### config.mk
export PLATFORM = sky130hd
export DESIGN_NAME = eject_collector
export DESIGN_NICKNAME = d
export VERILOG_FILES = /design/src/rtl/net_pkg.sv /design/src/rtl/eject_fifo.sv /design/src/rtl/eject_collector.sv
export SDC_FILE = /design/constraint.sdc
export NUM_CORES = 1
export LEC_CHECK = 0
export ABC_AREA = 1
export CORE_MARGIN = 2
export CORE_UTILIZATION = 59
export DETAILED_ROUTE_END_ITERATION = 12
export GPL_ROUTABILITY_DRIVEN = 0
export PLACE_DENSITY = 0.79
export REMOVE_ABC_BUFFERS = 1
export SYNTH_ARGS = -nofsm -noshare
export SYNTH_HDL_FRONTEND = slang
export SYNTH_SLANG_ARGS = --single-unit
### constraint.sdc
create_clock -name clk -period 8.3 [get_ports clk]
set_input_delay 1.66 -clock clk [delete_from_list [all_inputs] [get_ports clk]]
set_output_delay 1.66 -clock clk [all_outputs]
set_load 0.1 [all_outputs]
### src/rtl/net_pkg.sv
// Shared definitions for the collective-router network: packet and communicator
// field layout, opcodes and the ejection-side state encodings.
package net_pkg;

  localparam int unsigned AddrW = 9;
  localparam int unsigned PktW  = 85;

  // Packet field offsets and widths
  localparam int unsigned PortLsb   = 82;
  localparam int unsigned PortW     = 3;
  localparam int unsigned ValidBit  = 81;
  localparam int unsigned DstLsb    = 72;
  localparam int unsigned SrcLsb    = 63;
  localparam int unsigned OriginLsb = 54;
  localparam int unsigned CtxLsb    = 46;
  localparam int unsigned CtxW      = 8;
  localparam int unsigned SeqLsb    = 38;
  localparam int unsigned SeqW      = 8;
  localparam int unsigned RsvdLsb   = 36;
  localparam int unsigned OpLsb     = 32;
  localparam int unsigned OpW       = 4;
  localparam int unsigned PayLsb    = 0;
  localparam int unsigned PayW      = 32;

  // Communicator config (newcomm) layout
  localparam int unsigned CommW        = 61;
  localparam int unsigned CommValidBit = 60;
  localparam int unsigned CommCtxLsb   = 52;
  localparam int unsigned CommChildLsb = 31;
  localparam int unsigned ChildW       = 3;

  // Opcodes
  localparam logic [3:0] OpScan           = 4'h0;
  localparam logic [3:0] OpBroadcast      = 4'h1;
  localparam logic [3:0] OpShortGather    = 4'h8;
  localparam logic [3:0] OpLargeGather    = 4'h9;
  localparam logic [3:0] OpShortAllGather = 4'hA;
  localparam logic [3:0] OpLargeAllGather = 4'hB;
  localparam logic [3:0] OpShortReduce    = 4'hC;
  localparam logic [3:0] OpLargeReduce    = 4'hD;
  localparam logic [3:0] OpShortAllReduce = 4'hE;
  localparam logic [3:0] OpLargeAllReduce = 4'hF;

  typedef enum logic [1:0] {ClsNone, ClsDrop, ClsPass, ClsReduce} pkt_class_e;
  typedef enum logic [1:0] {StIdle, StAccum, StEmit} red_state_e;

  // All four reduce-class opcodes live in 4'hC..4'hF.
  function automatic logic is_reduce_op(input logic [OpW-1:0] op);
    return op[3:2] == 2'b11;
  endfunction

endpackage

### src/rtl/eject_fifo.sv
// Synchronous show-ahead FIFO. Depth must be a power of two >= 2.
// A write while full is accepted if a read retires the head in the same cycle.
module eject_fifo #(
  parameter int unsigned Depth = 8,
  parameter int unsigned Width = 85
) (
  input  logic             clk,
  input  logic             rst,
  input  logic             wr_en_i,
  input  logic [Width-1:0] wr_data_i,
  input  logic             rd_en_i,
  output logic [Width-1:0] rd_data_o,
  output logic             full_o,
  output logic             empty_o
);

  localparam int unsigned AW = (Depth > 1) ? $clog2(Depth) : 1;
  localparam logic [AW:0] DepthCnt = (AW + 1)'(Depth);

  logic [Width-1:0] mem_q [Depth];
  logic [AW-1:0]    wr_ptr_q, rd_ptr_q;
  logic [AW:0]      count_q;
  logic             wr_fire, rd_fire;

  assign empty_o = (count_q == '0);
  assign full_o  = (count_q == DepthCnt);
  assign rd_fire = rd_en_i && !empty_o;
  assign wr_fire = wr_en_i && (!full_o || rd_fire);

  // Head is forced to zero when empty so the output never shows stale/unknown data.
  assign rd_data_o = empty_o ? '0 : mem_q[rd_ptr_q];

  // Storage array, no reset needed since reads are gated by the empty flag.
  always_ff @(posedge clk) begin
    if (wr_fire) mem_q[wr_ptr_q] <= wr_data_i;
  end

  // Pointer and occupancy tracking.
  always_ff @(posedge clk or posedge rst) begin
    if (rst) begin
      wr_ptr_q <= '0;
      rd_ptr_q <= '0;
      count_q  <= '0;
    end else begin
      if (wr_fire) wr_ptr_q <= wr_ptr_q + AW'(1);
      if (rd_fire) rd_ptr_q <= rd_ptr_q + AW'(1);
      if (wr_fire && !rd_fire)      count_q <= count_q + (AW + 1)'(1);
      else if (rd_fire && !wr_fire) count_q <= count_q - (AW + 1)'(1);
    end
  end

endmodule

### src/rtl/eject_collector.sv
// Per-node ejection endpoint: filters ejected packets by address/communicator,
// sums reduce-class contributions from children and queues results for the host.
// Optional: define EJECT_SEQ_CHECK_EN to drop reduce packets whose seq differs
// from the accumulation in progress.
module eject_collector
  import net_pkg::*;
#(
  parameter logic [8:0]  MY_ADDR    = 9'b0,
  parameter int unsigned FIFO_DEPTH = 8,
  parameter int unsigned CNT_W      = 16
) (
  input  logic             clk,
  input  logic             rst,
  input  logic [84:0]      in_eject,
  input  logic [60:0]      newcomm,
  output logic [84:0]      out_pkt,
  output logic             out_valid,
  input  logic             out_ready,
  output logic [CNT_W-1:0] drop_cnt,
  output logic             err
);

  logic [CtxW-1:0]   ctx_q;
  logic [ChildW-1:0] children_q;
  logic              comm_load;

  logic [PktW-1:0]   pkt_q;
  pkt_class_e        cls_q, cls_d;

  red_state_e        state_q, state_d;
  logic [PayW-1:0]   acc_q, acc_d;
  logic [ChildW-1:0] cnt_q, cnt_d;
  logic [PktW-1:0]   hdr_q, hdr_d;

  logic              err_q;
  logic [CNT_W-1:0]  drop_q;

  logic              fifo_full, fifo_empty, fifo_wr, can_wr;
  logic [PktW-1:0]   fifo_wdata, emit_pkt;
  logic              pass_wr, pass_drop, emit_wr, red_drop, err_set, drop_evt;
  logic              is_red, seq_ok;

  logic unused_comm;
  assign unused_comm = ^{newcomm[51:34], newcomm[30:0]};

  assign comm_load = newcomm[CommValidBit];

  // Communicator config register.
  always_ff @(posedge clk or posedge rst) begin
    if (rst) begin
      ctx_q      <= '0;
      children_q <= '0;
    end else if (comm_load) begin
      ctx_q      <= newcomm[CommCtxLsb +: CtxW];
      children_q <= newcomm[CommChildLsb +: ChildW];
    end
  end

  // Classify against the config in force before this edge, so a newcomm load
  // only affects packets registered at later edges.
  always_comb begin
    cls_d = ClsNone;
    if (in_eject[ValidBit]) begin
      if (in_eject[DstLsb +: AddrW] != MY_ADDR)    cls_d = ClsDrop;
      else if (in_eject[CtxLsb +: CtxW] != ctx_q)  cls_d = ClsDrop;
      else if (is_reduce_op(in_eject[OpLsb +: OpW]) && (children_q != '0)) cls_d = ClsReduce;
      else                                         cls_d = ClsPass;
    end
  end

  // Input register: every valid packet is captured together with its class.
  always_ff @(posedge clk or posedge rst) begin
    if (rst) begin
      pkt_q <= '0;
      cls_q <= ClsNone;
    end else begin
      cls_q <= cls_d;
      if (in_eject[ValidBit]) pkt_q <= in_eject;
    end
  end

  // FIFO write arbitration: pass-through first, reduce result only in a free slot.
  assign can_wr    = !fifo_full || out_ready;
  assign pass_wr   = (cls_q == ClsPass) && can_wr;
  assign pass_drop = (cls_q == ClsPass) && !can_wr;
  assign emit_wr   = (state_q == StEmit) && (cls_q != ClsPass) && can_wr;
  assign fifo_wr   = pass_wr || emit_wr;

  always_comb begin
    emit_pkt                     = hdr_q;
    emit_pkt[SrcLsb +: AddrW]    = MY_ADDR;
    emit_pkt[ValidBit]           = 1'b1;
    emit_pkt[PayLsb +: PayW]     = acc_q;
  end

  assign fifo_wdata = pass_wr ? pkt_q : emit_pkt;

  assign is_red = (cls_q == ClsReduce);

`ifdef EJECT_SEQ_CHECK_EN
  assign seq_ok = (pkt_q[SeqLsb +: SeqW] == hdr_q[SeqLsb +: SeqW]);
`else
  assign seq_ok = 1'b1;
`endif

  // Reduce FSM next-state: collect `children` contributions, then emit one sum.
  always_comb begin
    state_d  = state_q;
    acc_d    = acc_q;
    cnt_d    = cnt_q;
    hdr_d    = hdr_q;
    err_set  = 1'b0;
    red_drop = 1'b0;
    unique case (state_q)
      StIdle: begin
        if (is_red) begin
          acc_d   = pkt_q[PayLsb +: PayW];
          hdr_d   = pkt_q;
          cnt_d   = ChildW'(1);
          // <= 1 also covers a config changed to zero children in flight.
          state_d = (children_q <= ChildW'(1)) ? StEmit : StAccum;
        end
      end
      StAccum: begin
        if (comm_load) begin
          state_d  = StIdle;
          err_set  = 1'b1;
          red_drop = is_red;
        end else if (is_red) begin
          if (seq_ok) begin
            acc_d = acc_q + pkt_q[PayLsb +: PayW];
            cnt_d = cnt_q + ChildW'(1);
            if (cnt_d >= children_q) state_d = StEmit;
          end else begin
            red_drop = 1'b1;
            err_set  = 1'b1;
          end
        end
      end
      StEmit: begin
        if (is_red) begin
          red_drop = 1'b1;
          err_set  = 1'b1;
        end
        if (emit_wr) state_d = StIdle;
      end
      default: state_d = StIdle;
    endcase
  end

  // Reduce FSM state and accumulator registers.
  always_ff @(posedge clk or posedge rst) begin
    if (rst) begin
      state_q <= StIdle;
      acc_q   <= '0;
      cnt_q   <= '0;
      hdr_q   <= '0;
    end else begin
      state_q <= state_d;
      acc_q   <= acc_d;
      cnt_q   <= cnt_d;
      hdr_q   <= hdr_d;
    end
  end

  // At most one packet is retired per cycle, so one drop event per cycle suffices.
  assign drop_evt = (cls_q == ClsDrop) || pass_drop || red_drop;

  // Saturating drop counter and sticky error flag.
  always_ff @(posedge clk or posedge rst) begin
    if (rst) begin
      drop_q <= '0;
      err_q  <= 1'b0;
    end else begin
      if (drop_evt && (drop_q != '1)) drop_q <= drop_q + CNT_W'(1);
      if (err_set) err_q <= 1'b1;
    end
  end

  eject_fifo #(
    .Depth (FIFO_DEPTH),
    .Width (PktW)
  ) u_fifo (
    .clk       (clk),
    .rst       (rst),
    .wr_en_i   (fifo_wr),
    .wr_data_i (fifo_wdata),
    .rd_en_i   (out_ready),
    .rd_data_o (out_pkt),
    .full_o    (fifo_full),
    .empty_o   (fifo_empty)
  );

  assign out_valid = !fifo_empty;
  assign drop_cnt  = drop_q;
  assign err       = err_q;

endmodule

==> out/results.env, run 1 <==
STATUS='completed'
GRT_ANTENNA_BEFORE_REPAIR=1
TRITONCTS='done'
CTS-BUFFERS-INSERTED=88
SYNTH.YOSYS.SEQ_AREA_SHARE_PCT=66.91
YOSYSWARNINGCOUNT=0
FLOORPLAN.DIE.HEIGHT_UM=258.4
SYNTH_ENABLE_FLOP_CELLS=680
FLOW.AREA_GROWTH_FROM_SYNTHESIS_PCT=14.69
POWER_DENSITY_OVER_THE_CELLS_nW_PER_UM2=389.0
IO_BUFFER_COUNT=202
STD_CELL_ROWS=93
ROUTED_WIRE_LENGTH_PER_INSTANCE_UM=19.30
TIMING.HOLD.WORST.CLASS='register to register'
POSTSYNTH.TOPFLOPCELL='sky130_fd_sc_hd__edfxtp_1'
NUM-FILL-CELLS=4648
GRT_MAX_DEGREE=200
SYN_AREA_UM2=38180
GRT_REMAINING_OVERFLOW=0
FINAL_CELL_AREA_UM2=43790
SYNTH_ASYNC_RESET_RATIO_PCT=23.16
GRT_RESOURCE_USAGE_TOTAL_PCT=26.91
CTS_H_TREE_LVLS=3
IR_DROP_mV=0.4261
CLOCK_INSERTION_DELAY_WORST_SKEW_NS=0.64
DIEAREA_UM2=66770
CRITICAL_PATH.SLOWEST_CELL='sky130_fd_sc_hd__clkdlybuf4s50_1'
WORSTHOLDENDPOINT='pkt_q[81]$_DFFE_PP0P_'
MOSTFREQUENTLAYOUTCELLS='sky130_fd_sc_hd__edfxtp_1, sky130_fd_sc_hd__o21ai_0, sky130_fd_sc_hd__nor2_1'
GRT_PASS1_WL_UM=140600
CELLLEAKAGEPOWER_uW=0.01713
HOLDBUFCOUNTCTS=0
WORSTREG2REGSTART='u_fifo.count_q[1]$_DFFE_PP0P_'
MAX_STAGE_DELAY_NS=1.17
MAX-CLOCK-PATH-BUFFERS=3
FINISH.NET_COUNT=3908
TIMING.CRITICAL_PATH.REQUIRED_NS=6.64
PWR-SHARE-SEQ_PCT=30.8
GRT.MET1_USAGE_PCT=35.95
SEQ_AREA_UM2=25560
POST_SYNTH_NUM_CELL_TYPES=46
CTS.REPAIR.RESIZED=0
NETSWITCHINGPOWER_uW=7713
DR.FIRST_ITER.DRC_COUNT=2551
DETAIL_ROUTE.DRC_VIOLATIONS=0
GRT_UTIL_MET2_PCT=45.64
FINALCLOCKSKEW_NS=0.01901
WORSTPATHARRIVAL_NS=4.89
PLACEMENT.CELL_AREA_UM2=40630
WORSTHOLDPATHCELLS=2
AREA_OF_COMBINATIONAL_CELLS_WITH_MULTIPLE_INPUTS_UM2=10690
CLK_PIN_SLEW_WORST_PATHS_NS=0.06
CAP_VIOL_MAX_COUNT=0
FINALCRITICALPERIOD_NS=6.549
RSZ0062_AT_GRT='false'
FINAL.PERIOD_UTILIZATION_PCT=78.91
CP_CELL_SEQUENCE='inv_8 -> buf_4 -> o21ai_0 -> o22ai_1 -> o21ai_1 -> a31oi_1 -> clkdlybuf4s50_1'
CRITPATHMAXFANOUT=199
GR-MAX-USAGE-LAYER='met2'
COMB_POWER_SHARE_PCT=44.1
CTS.SINKS=885
FMAX_MHz=152.7
TIMING.SETUP.TNS_NS=0
FIRSTDRTPASSITERS=6
SHARE_CLK_OF_TOTAL_POWER_PCT=25.1
TOTALPOWERFINAL_uW=17040
DP_HPWL_UM=49400
CRITICAL_PATH.STARTPOINT_TYPE='register'
SWITCHING_SHARE_PCT=45.27
AVGVIACOUNTPERCELL=5.794
INITIAL_CORE_UTIL_PCT=59.45
SYNTH.FF_LATCH_COUNT=885
FINAL_LAYOUT_SIZE_SUFFIX_GT1_SHARE_PCT=5.834
CRITICAL_PATH.ENDPOINT_TYPE='output port'
BOUNDARYPINS=252
PATH_CLASS='register to output port'
SETUP_VIOL=0
MAXSLEWVIOLCOUNT=0
CTS_ROOT_BUF='sky130_fd_sc_hd__clkbuf_16'
POST_CTS.REPAIR.SETUP_BUFFERS=0
GRT.MET3_USAGE_PCT=3.756
GRT_PASS1_VIAS=26434
HOLD_VIOL=0
MAXSLEWHEADROOM_PCT=20.48
FF2FF_SETUP_SLACK_NS=4.79
SYNTHESIS.INSTANCES=3581
R2R.WORST_PATH.CELLS=8
CELL_INTERNAL_PWR_uW=9324
DETAILROUTE.VIA_COUNT=26907
WORSTHOLDSTART='pkt_q[81]$_DFFE_PP0P_'
MOST_FREQUENT_STANDARD_CELL_IN_THE_LAYOUT_EXCLUDING_FILL_AND_TAP_CELLS='sky130_fd_sc_hd__edfxtp_1'
DRTANTENNAVIOLNETS=0
SYN-MEAN-INSTANCE-AREA_UM2=10.66
WORST_PIN_SLEW_NS=1.180
FLOORPLAN.DIE.WIDTH_UM=258.4
WL_UM=89620
REGTOREGENDPOINT='u_fifo.mem_q[2][5]$_DFFE_PP_'
CORE_REGION_AREA_UM2=64230
==> cell type report <==
type                       count  area share (%)
tap                          855           2.443
multi-input combinational   2243           24.42
antenna                        1        0.005714
clock buffer                 106           5.303
timing repair buffer         240           5.300
sequential                   885           58.36
clock inverter                59           1.923
inverter                     255           2.249
==> worst max path at each step <==
| stage | from | end | cells after the start |
|---|---|---|---|
| finish | u_fifo.rd_ptr_q[0]$_DFFE_PP0P_ | out_pkt[45] | 7 |
| global route | u_fifo.rd_ptr_q[0]$_DFFE_PP0P_ | out_pkt[37] | 7 |
| CTS | u_fifo.rd_ptr_q[0]$_DFFE_PP0P_ | out_pkt[9] | 7 |
| detailed placement | u_fifo.rd_ptr_q[0]$_DFFE_PP0P_ | out_pkt[5] | 7 |
| global placement | u_fifo.rd_ptr_q[0]$_DFFE_PP0P_ | out_pkt[5] | 7 |
| floorplan | u_fifo.rd_ptr_q[0]$_DFFE_PP0P_ | out_pkt[10] | 5 |
==> per-layer routing <==
metal  up-vias  part of all wire [%]
li1      12621                     -
met5         -                     0
met1     13019                    41
met2      1087                    49
met4         0                   2.9
met3       180                   7.5
==> synthesized netlist by cell type, types with 2 or more instances <==
library cell	number	area, um2
sky130_fd_sc_hd__or2_2	2	12.51
sky130_fd_sc_hd__o211ai_1	2	15.01
sky130_fd_sc_hd__nand4_1	6	37.54
sky130_fd_sc_hd__a21oi_1	61	305.3
sky130_fd_sc_hd__nand2_2	2	12.51
sky130_fd_sc_hd__mux2_2	3	33.78
sky130_fd_sc_hd__nor2_2	2	12.51
sky130_fd_sc_hd__xor2_1	28	245.2
sky130_fd_sc_hd__clkbuf_1	114	427.9
sky130_fd_sc_hd__buf_2	35	175.2
sky130_fd_sc_hd__o21bai_1	3	22.52
sky130_fd_sc_hd__ha_1	44	550.5
sky130_fd_sc_hd__clkinv_1	3	11.26
sky130_fd_sc_hd__xnor2_1	8	70.07
sky130_fd_sc_hd__buf_1	4	15.01
sky130_fd_sc_hd__a21o_1	2	15.01
sky130_fd_sc_hd__buf_6	23	259.0
sky130_fd_sc_hd__buf_4	22	165.2
sky130_fd_sc_hd__nand2_1	561	2106
sky130_fd_sc_hd__o22ai_1	86	538.0
sky130_fd_sc_hd__nor3b_1	2	15.01
sky130_fd_sc_hd__fa_1	2	40.04
sky130_fd_sc_hd__o21ai_1	20	100.1
sky130_fd_sc_hd__nor3_1	10	50.05
sky130_fd_sc_hd__nand3_1	52	260.3
sky130_fd_sc_hd__nor4_1	3	18.77
sky130_fd_sc_hd__edfxtp_1	680	20420
sky130_fd_sc_hd__nand3_2	2	20.02
sky130_fd_sc_hd__nor2_4	2	22.52
sky130_fd_sc_hd__o21ai_0	654	3273
sky130_fd_sc_hd__dfrtp_1	205	5130
sky130_fd_sc_hd__a31oi_1	87	544.3
sky130_fd_sc_hd__inv_1	246	923.4
sky130_fd_sc_hd__inv_2	5	18.77
sky130_fd_sc_hd__nor2_1	589	2211
==> cell families after synthesis <==
group / count (synthesis) / share of synthesized area (%)
flip-flops: 885 / 66.91
AO/OA/AOI/OAI: 920 / 12.73
XOR/XNOR: 37 / 0.8684
AND/OR/NAND/NOR: 1237 / 12.61
adder cells (fa/ha/maj): 46 / 1.547
multiplexers: 3 / 0.08847
buffers and inverters: 453 / 5.243
==> power by group through the flow <==
stage	Clock (uW)	Combinational (uW)	Sequential [uW]
floorplan	0	5350	5590
global placement	0	7410	5320
detailed placement	0	7490	5330
CTS	4330	7520	5240
global route	4500	7930	5270
finish	4280	7500	5250
==> through the flow <==
stage | util, % | hold WS [ns] | worst slack (ns) | instances
after detailed placement | 63.25 | 0.4415 | 2.461 | 4478
final | 68.18 | 0.4606 | 1.751 | 4644
after CTS | 68.18 | 0.4553 | 1.781 | 4643
after global placement | 63.25 | 0.4381 | 2.473 | 4478
after global routing | 68.18 | 0.4946 | 1.521 | 4644
after floorplan | - | 0.4214 | -2.898 | 3383
==> flip-flops by register name (all words and copies together) (netlist names) <==
name             count
u_fifo.mem_q       680
pkt_q               85
hdr_q               43
acc_q               32
drop_cnt            16
ctx_q                8
u_fifo.count_q       4
children_q           3
cnt_q                3
u_fifo.rd_ptr_q      3
u_fifo.wr_ptr_q      3
cls_q                2
state_q              2
err                  1
==> critical path, delay by kind of cell (launching register included) <==
family / cells / cell delay [ns]
buf+inv: 3 / 2.56
flops: 1 / 0.82
compound gates: 4 / 0.71
Power figures use the tool's default switching activity.
==> run 2, diff against run 1 <==
==> constraint.sdc (replaced) <==
create_clock -name clk -period 6.2 [get_ports clk]
set_input_delay 1.24 -clock clk [delete_from_list [all_inputs] [get_ports clk]]
set_output_delay 1.24 -clock clk [all_outputs]
set_load 0.1 [all_outputs]
==> run 2 against run 1 <==
  * Global-route usage decreased by 0.25 points
  * Final cell count about the same
  * Critical endpoint is now out_pkt[10]
  * Cell area fell by 0.80%
  * Via count shrank 0.94%
  * Sequential cell count unchanged
  * First-iteration DRC count is 9.2% lower
  * Worst hold slack lost 0.0047 ns
  * Largest cell class unchanged
==> out/results.env, run 2 (synthesis gave the netlist of run 1 again) <==
CELLLEAKAGEPOWER_uW=0.01711  # was 0.01713 uW
FMAX_MHz=183.6
POST_CTS.REPAIR.SETUP_BUFFERS=0  # unchanged
FINALCLOCKSKEW_NS=0.02359  # was 0.01901 ns
NUMBER_OF_FLIP_FLOPS_UNDER_THE_LARGEST_REGISTER_NAME=680  # unchanged
FINAL.PERIOD_UTILIZATION_PCT=87.85
IO_BUFFER_COUNT=202  # unchanged
MOST_FREQUENT_STANDARD_CELL_IN_THE_LAYOUT_EXCLUDING_FILL_AND_TAP_CELLS='sky130_fd_sc_hd__edfxtp_1'  # unchanged
GRT_REMAINING_OVERFLOW=0  # unchanged
AVGVIACOUNTPERCELL=5.743  # was 5.794
CTS_H_TREE_LVLS=3  # unchanged
CTS.REPAIR.RESIZED=0  # unchanged
ANTENNADIODECOUNT=0  # was 1
FF2FF_SETUP_SLACK_NS=3.12  # was 4.79 ns
MOSTFREQUENTLAYOUTCELLS='sky130_fd_sc_hd__edfxtp_1, sky130_fd_sc_hd__o21ai_0, sky130_fd_sc_hd__nor2_1'  # unchanged
CAP_VIOL_MAX_COUNT=0  # unchanged
DIEAREA_UM2=66770  # unchanged
CRITPATHMOSTFREQUENTCELL='sky130_fd_sc_hd__o21ai_0'
MAX_STAGE_DELAY_NS=0.82  # was 1.17 ns
TIMING.SETUP.TNS_NS=0  # unchanged
FIRSTDRTPASSITERS=5  # was 6
TRITONCTS='done'  # unchanged
MAXSLEWVIOLCOUNT=0  # unchanged
RSZ0062_AT_GRT='false'  # unchanged
STD_CELL_ROWS=93  # unchanged
LAYOUTNONFILLERINSTCOUNT=4641  # was 4,644
CRITICAL_PATH.ENDPOINT_TYPE='output port'  # unchanged
MAX-CLOCK-PATH-BUFFERS=3  # unchanged
SETUP_VIOL=0  # unchanged
IR_DROP_mV=0.4994  # was 0.4261 mV
STATUS='completed'  # unchanged
DRTANTENNAVIOLNETS=0  # unchanged
CTS_ROOT_BUF='sky130_fd_sc_hd__clkbuf_16'  # unchanged
FLOORPLAN.DIE.HEIGHT_UM=258.4  # unchanged
MAXSLEWHEADROOM_PCT=19.23  # was 20.48%
TOTALPOWERFINAL_uW=22270  # was 17,040 uW
DETAIL_ROUTE.DRC_VIOLATIONS=0  # unchanged
CP_CELL_SEQUENCE='inv_8 -> buf_12 -> o21ai_0 -> o22ai_1 -> o21ai_0 -> a31oi_1 -> buf_4'  # was inv_8 -> buf_4 -> o21ai_0 -> o22ai_1 -> o21ai_1 -> a31oi_1 -> clkdlybuf4s50_1
CTS.SINKS=885  # unchanged
WORST_PIN_SLEW_NS=1.199  # was 1.180 ns
DR.FIRST_ITER.DRC_COUNT=2316  # was 2,551
TIMING.HOLD.WORST.CLASS='register to register'  # unchanged
FLOORPLAN.DIE.WIDTH_UM=258.4  # unchanged
CLOCK_INSERTION_DELAY_WORST_SKEW_NS=0.64  # about the same
REG.LARGEST.LIST='u_fifo.mem_q: 680 flops, pkt_q: 85 flops, hdr_q: 43 flops'  # unchanged
CORE_REGION_AREA_UM2=64230  # unchanged
PATH_CLASS='register to output port'  # unchanged
ROUTED_WIRE_LENGTH_PER_INSTANCE_UM=19.21  # was 19.30 um
REGMOSTFLOPS='u_fifo.mem_q'  # unchanged
WL_UM=89170  # was 89,620 um
GRT_ANTENNA_BEFORE_REPAIR=0  # was 1
CRITPATHMAXFANOUT=186  # was 199
FLOW.AREA_GROWTH_FROM_SYNTHESIS_PCT=13.78  # was 14.69%
R2R.WORST_PATH.CELLS=9  # was 8
FINAL_CORE_UTIL_PCT=67.63  # was 68.18%
NUM-FILL-CELLS=4608  # was 4,648
INITIAL_CORE_UTIL_PCT=59.45  # unchanged
HOLD_VIOL=0  # unchanged
GRT_PASS1_WL_UM=138900  # was 140,600 um
CRITICAL_PATH.SLOWEST_CELL='sky130_fd_sc_hd__dfrtp_4'  # was sky130_fd_sc_hd__clkdlybuf4s50_1
DP_HPWL_UM=49370  # was 49,400 um
CRITICAL_PATH.STARTPOINT_TYPE='register'  # unchanged
DETAILROUTE.VIA_COUNT=26654  # was 26,907
TIMING.CRITICAL_PATH.REQUIRED_NS=4.96  # was 6.64 ns
CLK_PIN_SLEW_WORST_PATHS_NS=0.06  # about the same
FINISH.NET_COUNT=3906  # was 3,908
FINAL_LAYOUT_SIZE_SUFFIX_GT1_SHARE_PCT=7.369  # was 5.834%
POWER_DENSITY_OVER_THE_CELLS_nW_PER_UM2=512.6  # was 389.0 nW/um2
GRT_PASS1_VIAS=25980  # was 26,434
WORSTPATHARRIVAL_NS=4.21  # was 4.89 ns
WORSTHOLDPATHCELLS=2  # unchanged
CTS-BUFFERS-INSERTED=89  # was 88
HOLDBUFCOUNTCTS=0  # unchanged
POST-PLACE-CELLS=4475  # was 4,478
GRT_RESOURCE_USAGE_TOTAL_PCT=26.67  # was 26.91%
BOUNDARYPINS=252  # unchanged
FINALCRITICALPERIOD_NS=5.447
GRT_MAX_DEGREE=217  # was 200
## run 2: cell types whose count changed in the layout (fill, tap and decap cells not counted), moves of 4 or more
cell / change
sky130_fd_sc_hd__clkdlybuf4s50_1: -78
sky130_fd_sc_hd__buf_4: +67
sky130_fd_sc_hd__clkbuf_1: +12
sky130_fd_sc_hd__bufinv_16: -10
sky130_fd_sc_hd__buf_12: +8
sky130_fd_sc_hd__clkinv_2: -8
sky130_fd_sc_hd__clkinv_1: +6
sky130_fd_sc_hd__clkbuf_8: +4
## run 2: area by class of cell
| class | count | area, um2 | share of cell area (%) |
|---|---|---|---|
| multi-input combinational | 2243 | 10690 | 24.62 |
| timing repair buffer | 237 | 2203 | 5.072 |
| clock buffer | 124 | 2472 | 5.691 |
| clock inverter | 42 | 461.7 | 1.063 |
| sequential | 885 | 25560 | 58.83 |
| inverter | 255 | 984.7 | 2.267 |
| tap | 855 | 1070 | 2.462 |
## run 2: metrics by stage
stage | area, um2 | hold slack, ns | setup slack [ns]
2_1_floorplan | 37140 | 0.4214 | -4.578
3_3_place_gp | 40510 | 0.4360 | 1.500
3_5_place_dp | 40510 | 0.4448 | 1.483
4_1_cts | 43440 | 0.4591 | 0.7734
5_1_grt | 43440 | 0.4735 | 0.5307
6_report | 43440 | 0.4559 | 0.7530
## run 2: power breakdown
group | internal (uW) | switching, uW
clock | 3170 | 2200
combinational | 2080 | 7770
sequential | 6740 | 317
## run 2: final timing paths
| kind | startpoint | end |
|---|---|---|
| min | pkt_q[81]$_DFFE_PP0P_ | pkt_q[81]$_DFFE_PP0P_ |
| max in group asynchronous | rst | hdr_q[57]$_DFFE_PP0P_ |
| min in group asynchronous | rst | drop_cnt[5]$_DFFE_PP0P_ |
| max reg2reg | u_fifo.count_q[0]$_DFFE_PP0P_ | u_fifo.mem_q[5][25]$_DFFE_PP_ |
| min reg2reg | pkt_q[81]$_DFFE_PP0P_ | pkt_q[81]$_DFFE_PP0P_ |
| max | u_fifo.rd_ptr_q[0]$_DFFE_PP0P_ | out_pkt[10] |
## run 2: per-layer routing
layer / up-vias / global-route usage, % / wire length, um
met2: 1077 / 45.30 / 44020
met3: 161 / 3.374 / 6437
met1: 12796 / 35.71 / 36390
met5: - / 0 / 0
li1: 12620 / - / -
met4: 0 / 9.505 / 2322
## run 2: worst max-delay path, delay by kind of cell, from the launching register on
kind / cells / cell delay [ns]
DFF: 1 / 0.82
buffers and inverters: 3 / 1.68
AOI/OAI and AO/OA: 4 / 0.90
